`src/rtl/mac_array_ctrl_if.sv`:
```
// Bundle between the MAC array sequencer and its environment: start/status, operand buffer
// read port, MAC array drive/feedback and the result handshake.
interface mac_array_ctrl_if #(
  parameter int unsigned DATA_W = 8,
  parameter int unsigned ACC_W  = 32,
  parameter int unsigned K_W    = 8
);
  logic                     start;
  logic [K_W-1:0]           k_len;
  logic                     busy;
  logic                     done;

  logic                     rd_en;
  logic [K_W-1:0]           rd_addr;
  logic [2*DATA_W-1:0]      rd_a_data;
  logic [2*DATA_W-1:0]      rd_b_data;

  logic                     mac_en;
  logic                     mac_clear;
  logic signed [DATA_W-1:0] mac_a   [2][2];
  logic signed [DATA_W-1:0] mac_b   [2][2];
  logic signed [ACC_W-1:0]  mac_acc [2][2];

  logic                     res_valid;
  logic                     res_ready;
  logic [4*ACC_W-1:0]       res_data;

  modport master (
    input  start, k_len, rd_a_data, rd_b_data, mac_acc, res_ready,
    output busy, done, rd_en, rd_addr, mac_en, mac_clear, mac_a, mac_b, res_valid, res_data
  );

  modport slave (
    output start, k_len, rd_a_data, rd_b_data, mac_acc, res_ready,
    input  busy, done, rd_en, rd_addr, mac_en, mac_clear, mac_a, mac_b, res_valid, res_data
  );
endinterface

```
`src/rtl/mac_array_ctrl.sv`:
```
// Sequencer for a 2x2 signed MAC array: streams K outer-product terms from the operand buffers
// into the array, then presents the four accumulators behind a valid/ready handshake.
module mac_array_ctrl #(
  parameter int unsigned DATA_W = 8,
  parameter int unsigned ACC_W  = 32,
  parameter int unsigned K_W    = 8
) (
  input logic              clk,
  input logic              rst_n,
  mac_array_ctrl_if.master ctrl_io
);

  typedef enum logic [2:0] {StIdle, StFetch, StWait, StCapture, StOut} state_e;

  state_e             state_q;
  logic [K_W-1:0]     k_len_q;
  logic [K_W-1:0]     rd_addr_q;
  logic               busy_q;
  logic               done_q;
  logic               rd_en_q;
  logic               mac_en_q;
  logic               mac_clear_q;
  logic               res_valid_q;
  logic [4*ACC_W-1:0] res_data_q;
  logic [4*ACC_W-1:0] acc_packed;

  // Result word order is C00 in the LSBs, then C01, C10, C11.
  always_comb begin
    acc_packed = '0;
    for (int i = 0; i < 2; i++) begin
      for (int j = 0; j < 2; j++) begin
        acc_packed[(2*i+j)*ACC_W +: ACC_W] = ctrl_io.mac_acc[i][j];
      end
    end
  end

  always_ff @(posedge clk or negedge rst_n) begin
    if (!rst_n) begin
      state_q     <= StIdle;
      k_len_q     <= '0;
      rd_addr_q   <= '0;
      busy_q      <= 1'b0;
      done_q      <= 1'b0;
      rd_en_q     <= 1'b0;
      mac_en_q    <= 1'b0;
      mac_clear_q <= 1'b0;
      res_valid_q <= 1'b0;
      res_data_q  <= '0;
    end else begin
      done_q      <= 1'b0;
      mac_clear_q <= 1'b0;
      // Read data lands one cycle after the strobe, so the array enable trails it by one.
      mac_en_q    <= rd_en_q;
      case (state_q)
        StIdle: begin
          if (ctrl_io.start && (ctrl_io.k_len != '0)) begin
            k_len_q     <= ctrl_io.k_len;
            rd_addr_q   <= '0;
            rd_en_q     <= 1'b1;
            mac_clear_q <= 1'b1;
            busy_q      <= 1'b1;
            state_q     <= StFetch;
          end
        end
        StFetch: begin
          if (rd_addr_q == k_len_q - K_W'(1)) begin
            rd_en_q <= 1'b0;
            state_q <= StWait;
          end else begin
            rd_addr_q <= rd_addr_q + K_W'(1);
          end
        end
        StWait: begin
          state_q <= StCapture;
        end
        StCapture: begin
          res_data_q  <= acc_packed;
          res_valid_q <= 1'b1;
          state_q     <= StOut;
        end
        StOut: begin
          if (ctrl_io.res_ready) begin
            res_valid_q <= 1'b0;
            done_q      <= 1'b1;
            busy_q      <= 1'b0;
            state_q     <= StIdle;
          end
        end
        default: begin
          state_q <= StIdle;
        end
      endcase
    end
  end

  // Outer-product broadcast: row operand comes from A lane i, column operand from B lane j.
  always_comb begin
    for (int i = 0; i < 2; i++) begin
      for (int j = 0; j < 2; j++) begin
        ctrl_io.mac_a[i][j] = mac_en_q ? ctrl_io.rd_a_data[i*DATA_W +: DATA_W] : '0;
        ctrl_io.mac_b[i][j] = mac_en_q ? ctrl_io.rd_b_data[j*DATA_W +: DATA_W] : '0;
      end
    end
  end

  assign ctrl_io.busy      = busy_q;
  assign ctrl_io.done      = done_q;
  assign ctrl_io.rd_en     = rd_en_q;
  assign ctrl_io.rd_addr   = rd_addr_q;
  assign ctrl_io.mac_en    = mac_en_q;
  assign ctrl_io.mac_clear = mac_clear_q;
  assign ctrl_io.res_valid = res_valid_q;
  assign ctrl_io.res_data  = res_data_q;

endmodule

```
`src/flat_wrapper.sv`:
```
// flat-port wrapper written by rule: the top's interface ports become plain ports
module mac_array_ctrl_flat 
#(
  parameter int unsigned DATA_W = 8,
  parameter int unsigned ACC_W  = 32,
  parameter int unsigned K_W    = 8
)
  (clk, rst_n, ctrl_io_start, ctrl_io_k_len, ctrl_io_rd_a_data, ctrl_io_rd_b_data, ctrl_io_mac_acc, ctrl_io_res_ready, ctrl_io_busy, ctrl_io_done, ctrl_io_rd_en, ctrl_io_rd_addr, ctrl_io_mac_en, ctrl_io_mac_clear, ctrl_io_mac_a, ctrl_io_mac_b, ctrl_io_res_valid, ctrl_io_res_data);
  mac_array_ctrl_if #(.DATA_W(DATA_W), .ACC_W(ACC_W), .K_W(K_W)) ctrl_io_i ();
  input logic clk;
  input logic rst_n;
  input wire logic [$bits(ctrl_io_i.start)-1:0] ctrl_io_start;
  input wire logic [$bits(ctrl_io_i.k_len)-1:0] ctrl_io_k_len;
  input wire logic [$bits(ctrl_io_i.rd_a_data)-1:0] ctrl_io_rd_a_data;
  input wire logic [$bits(ctrl_io_i.rd_b_data)-1:0] ctrl_io_rd_b_data;
  input wire logic [$bits(ctrl_io_i.mac_acc)-1:0] ctrl_io_mac_acc;
  input wire logic [$bits(ctrl_io_i.res_ready)-1:0] ctrl_io_res_ready;
  output wire logic [$bits(ctrl_io_i.busy)-1:0] ctrl_io_busy;
  output wire logic [$bits(ctrl_io_i.done)-1:0] ctrl_io_done;
  output wire logic [$bits(ctrl_io_i.rd_en)-1:0] ctrl_io_rd_en;
  output wire logic [$bits(ctrl_io_i.rd_addr)-1:0] ctrl_io_rd_addr;
  output wire logic [$bits(ctrl_io_i.mac_en)-1:0] ctrl_io_mac_en;
  output wire logic [$bits(ctrl_io_i.mac_clear)-1:0] ctrl_io_mac_clear;
  output wire logic [$bits(ctrl_io_i.mac_a)-1:0] ctrl_io_mac_a;
  output wire logic [$bits(ctrl_io_i.mac_b)-1:0] ctrl_io_mac_b;
  output wire logic [$bits(ctrl_io_i.res_valid)-1:0] ctrl_io_res_valid;
  output wire logic [$bits(ctrl_io_i.res_data)-1:0] ctrl_io_res_data;
  assign ctrl_io_i.start = ctrl_io_start;
  assign ctrl_io_i.k_len = ctrl_io_k_len;
  assign ctrl_io_i.rd_a_data = ctrl_io_rd_a_data;
  assign ctrl_io_i.rd_b_data = ctrl_io_rd_b_data;
  assign ctrl_io_i.mac_acc = {>>{ctrl_io_mac_acc}};
  assign ctrl_io_i.res_ready = ctrl_io_res_ready;
  assign ctrl_io_busy = ctrl_io_i.busy;
  assign ctrl_io_done = ctrl_io_i.done;
  assign ctrl_io_rd_en = ctrl_io_i.rd_en;
  assign ctrl_io_rd_addr = ctrl_io_i.rd_addr;
  assign ctrl_io_mac_en = ctrl_io_i.mac_en;
  assign ctrl_io_mac_clear = ctrl_io_i.mac_clear;
  assign ctrl_io_mac_a = {>>{ctrl_io_i.mac_a}};
  assign ctrl_io_mac_b = {>>{ctrl_io_i.mac_b}};
  assign ctrl_io_res_valid = ctrl_io_i.res_valid;
  assign ctrl_io_res_data = ctrl_io_i.res_data;
  mac_array_ctrl #(.DATA_W(DATA_W), .ACC_W(ACC_W), .K_W(K_W)) u_core (.clk(clk), .rst_n(rst_n), .ctrl_io(ctrl_io_i));
endmodule
```
`config.mk`:
```
export PLATFORM = sky130hd
export DESIGN_NAME = mac_array_ctrl_flat
export DESIGN_NICKNAME = d
export VERILOG_FILES = /design/src/rtl/mac_array_ctrl_if.sv /design/src/rtl/mac_array_ctrl.sv /design/src/flat_wrapper.sv
export SDC_FILE = /design/constraint.sdc
export NUM_CORES = 1
export LEC_CHECK = 0
export ABC_CLOCK_PERIOD_IN_PS = 2190
export CORE_ASPECT_RATIO = 0.7
export CORE_MARGIN = 3
export CORE_UTILIZATION = 35
export CTS_CLUSTER_DIAMETER = 100
export DETAILED_ROUTE_END_ITERATION = 8
export GPL_ROUTABILITY_DRIVEN = 0
export MAX_ROUTING_LAYER = met4
export PLACE_DENSITY = 0.78
export SETUP_SLACK_MARGIN = 0.15
export SYNTH_ARGS = -nofsm -noshare
export SYNTH_HDL_FRONTEND = slang
export SYNTH_SLANG_ARGS = --single-unit
export TNS_END_PERCENT = 100
```
`constraint.sdc`:
```
create_clock -name clk -period 2.19 [get_ports clk]
set_input_delay 0.219 -clock clk [delete_from_list [all_inputs] [get_ports clk]]
set_output_delay 0.219 -clock clk [all_outputs]
set_load 0.01 [all_outputs]
```
==> run metrics <==
status complete, but fails checks; violated checks negative setup slack; gr ovfl total 0; Final nets between 1000 and 1500; Root Buffer clkbuf_16; area grow syn2layout 71.6%; WP data arrival 2680 ps; multiplexer share of the synthesized area 24.0%; Power Density 1360 nW/um^2; most numerous cell in the Yosys netlist dfrtp_1; CP Cell Sequence inv_1 -> ha_2 -> or3b_4 -> nor4_1 -> o2111ai_2 -> a311oi_4 -> buf_12 -> buf_12 -> nand2b_1 -> mux2i_1; fin util 61.6%; Max IR drop VDD between 0.6 and 0.7 mV; Initial Util between 30% and 40%; die height 120 um; Clock Sinks 153; XOR/XNOR Fraction of Synth Area 0.943%; Hold Path Class input pin to asynchronous set/reset pin; Post-synth EDFFs 0; max incr delay on CP ~380 ps; number of global-route vias before repair roughly 5400; first-pass GRT wire length 31000 um; Final Hold Vio Count 0; Post-Synth Adder-Cell Area less than 1%; Most used DFF post-synth dfrtp_1; post-synthesis compound-gate area fraction ~3.1%; asr flop ratio synth 100%; critical path startpoint category flop; TritonCTS clock tree done; FF+latch count, synth roughly 150; Max Cap Violations 0; Max Root-Sink Buffers 2; Lkg Pwr roughly 4.6 nW; top cells by count, synth 153 x dfrtp_1, 136 x mux2_2, 33 x and2_1; final antenna-violating net count 0; clk_skew just under 9 ps; num ports roughly 380; Num CTS Buffers 17; First-pass DRT Iterations 4; Slew HR roughly 63%; CP Class flop to flop; total wire length between 20000 and 25000 um; Crit-path slowest cell dfrtp_1; Rows 41; simple-gate share of the synthesized area 7.24%; Die W about 170 um; Max Slew Vio Count 0; routed len/inst around 19 um; via count normalized by instance count 4.62; post-synthesis net count around 640; Crit path top cell by count buf_12; initial antenna violation count 3; critical path endpoint category flop; synth top area cells dfrtp_1 59%, mux2_2 24%, buf_4 3.7%; Detailed Place HPWL 16200 um; Core Box Area approximately 18000 um^2; worst slew pin tran around 560 ps; Clock Pin Slew Worst Setup and Hold Paths ~70 ps; cell taking the most area after synthesis dfrtp_1; I/O Buffers ~380; Tcrit/Tclk final 107%; layout cell share with drive strength beyond 1 between 20% and 30%; Required @ worst endpoint between 2000 and 3000 ps; Global Route Usage Sum 20.7%; combinational family with the most area after synthesis multiplexers; post-synth top area share 58.9%; peak fanout along the critical path 9; largest net degree at the start of global routing 75; YS warnings 0; synthesized area ~6500 um^2; H-tree levels 4; Max Freq around 430 MHz; minimum clock period between 2000 and 2500 ps; Avg Cell Area, Syn between 10 and 15 um^2; latest clock arrival within the worst-skew pair approximately 420 ps; final setup violating endpoints 9; DIE AREA just over 20000 um^2; register area share after synthesis between 50% and 60%; DRC Markers 0; RSZ-0062 raised after global routing yes; Yosys cell types 42; Min Hold Slack 367 ps; Via Count 5014; Post-Synthesis Cells 464; drt first-iter violations 175; worst setup margin -156 ps
==> sequential cells by signal, summed over array words and instances (netlist names) <==
register	cells
u_core.state_q	3
u_core.ctrl_io.mac_en	1
u_core.ctrl_io.res_valid	1
u_core.ctrl_io.res_data	128
u_core.ctrl_io.rd_addr	8
u_core.ctrl_io.done	1
u_core.ctrl_io.busy	1
u_core.ctrl_io.mac_clear	1
u_core.k_len_q	8
u_core.ctrl_io.rd_en	1
==> area by class of cell <==
class | instances | area, um^2
well taps | 236 | 295
repair buffers | 404 | 4050
clock buffers | 17 | 425
flip-flops and latches | 153 | 3830
inverters | 8 | 30.0
fillers | 1453 | 6950
multi-input cells | 251 | 2340
diodes | 3 | 7.51
clock inverters | 14 | 179
==> through the flow <==
stage | cells | setup TNS, ps | power [mW] | instance area, um^2 | worst slack [ps]
2_1_floorplan | 464 | -13.3 | 7.98 | 6510 | -13.3
3_3_place_gp | 1050 | -368 | 12.1 | 10500 | -106
3_5_place_dp | 1050 | -692 | 12.3 | 10500 | -153
4_1_cts | 1083 | -865 | 15.4 | 11100 | -153
5_1_grt | 1086 | -2060 | 16.0 | 11200 | -269
6_report | 1086 | -888 | 15.2 | 11200 | -156
==> layer usage <==
metal / global-route usage [%] / routed length (um) / share of wire, % / vias up
met1: 23.1 / 7800 / 38 / 2461
met5: - / 0 / 0 / -
met4: 5.26 / 184 / 0.89 / 0
li1: - / - / - / 2337
met2: 36.0 / 11000 / 53 / 202
met3: 6.82 / 1690 / 8.2 / 14
==> final timing paths <==
check / startpoint / end / slack [ps] / cells after the start
max: u_core.k_len_q[1] / u_core.ctrl_io.rd_addr[5] / -160 / 10
min: rst_n / u_core.ctrl_io.res_data[87] / 370 / 2
max reg2reg: u_core.k_len_q[1] / u_core.ctrl_io.rd_addr[5] / -160 / 10
min reg2reg: u_core.ctrl_io.rd_en / u_core.ctrl_io.mac_en / 420 / 0
max in group asynchronous: rst_n / u_core.ctrl_io.res_data[18] / 1160 / 3
min in group clk: ctrl_io_res_ready / u_core.state_q[2] / 400 / 2
==> worst max-delay path: cells and delay by family (launching register included) <==
kind | cells | cell delay [ps]
buffers and inverters | 3 | 320
adders and majority gates | 1 | 160
DFF | 1 | 380
muxes | 1 | 190
AOI/OAI and AO/OA | 2 | 460
and+or+nand+nor | 3 | 750
==> cells by family (layout without fill, tap and decap cells) <==
logic type / after synthesis / in the layout
XOR/XNOR: 7 / 7
buffers and inverters: 60 / 443
multiplexers: 139 / 139
adder cells (fa/ha/maj): 2 / 2
AO/OA/AOI/OAI: 24 / 24
flip-flops: 153 / 153
other: 0 / 3
AND/OR/NAND/NOR: 79 / 79
==> what timing repair did <==
item                                    CTS  global route
hold endpoints to repair                 51             0
endpoints found under the setup margin   13            14
buffers inserted                          1             0
resized for setup                         4             4
hold buffers                              1             0
==> placed cells by master (no fill, tap or decap), types with 2 or more instances in the layout <==
cell and n:
o31ai_1 2, a21o_1 2, dlymetal6s2s_1 3, nand2b_1 4, nand4_1 3, nand3_1 6
xor2_1 4, buf_4 20, bufinv_16 2, nand2_1 13, and2_1 32, inv_8 4
clkdlybuf4s50_1 372, o211ai_1 4, dfrtp_1 153, clkbuf_16 17, buf_12 5, xnor2_1 3
mux2i_1 3, nor4_1 4, o21ai_0 2, nor3_1 3, nor2_1 4, clkinv_4 2
buf_6 2, nand3b_1 3, inv_6 4, a21oi_1 2, inv_1 8, mux2_2 136
diode_2 3
==> power by group <==
| part | internal [mW] | switching (mW) |
|---|---|---|
| registers | 4.21 | 0.783 |
| logic | 4.43 | 2.76 |
| clock network | 1.73 | 1.30 |
Note: power is estimated with default switching activity, not from simulation.
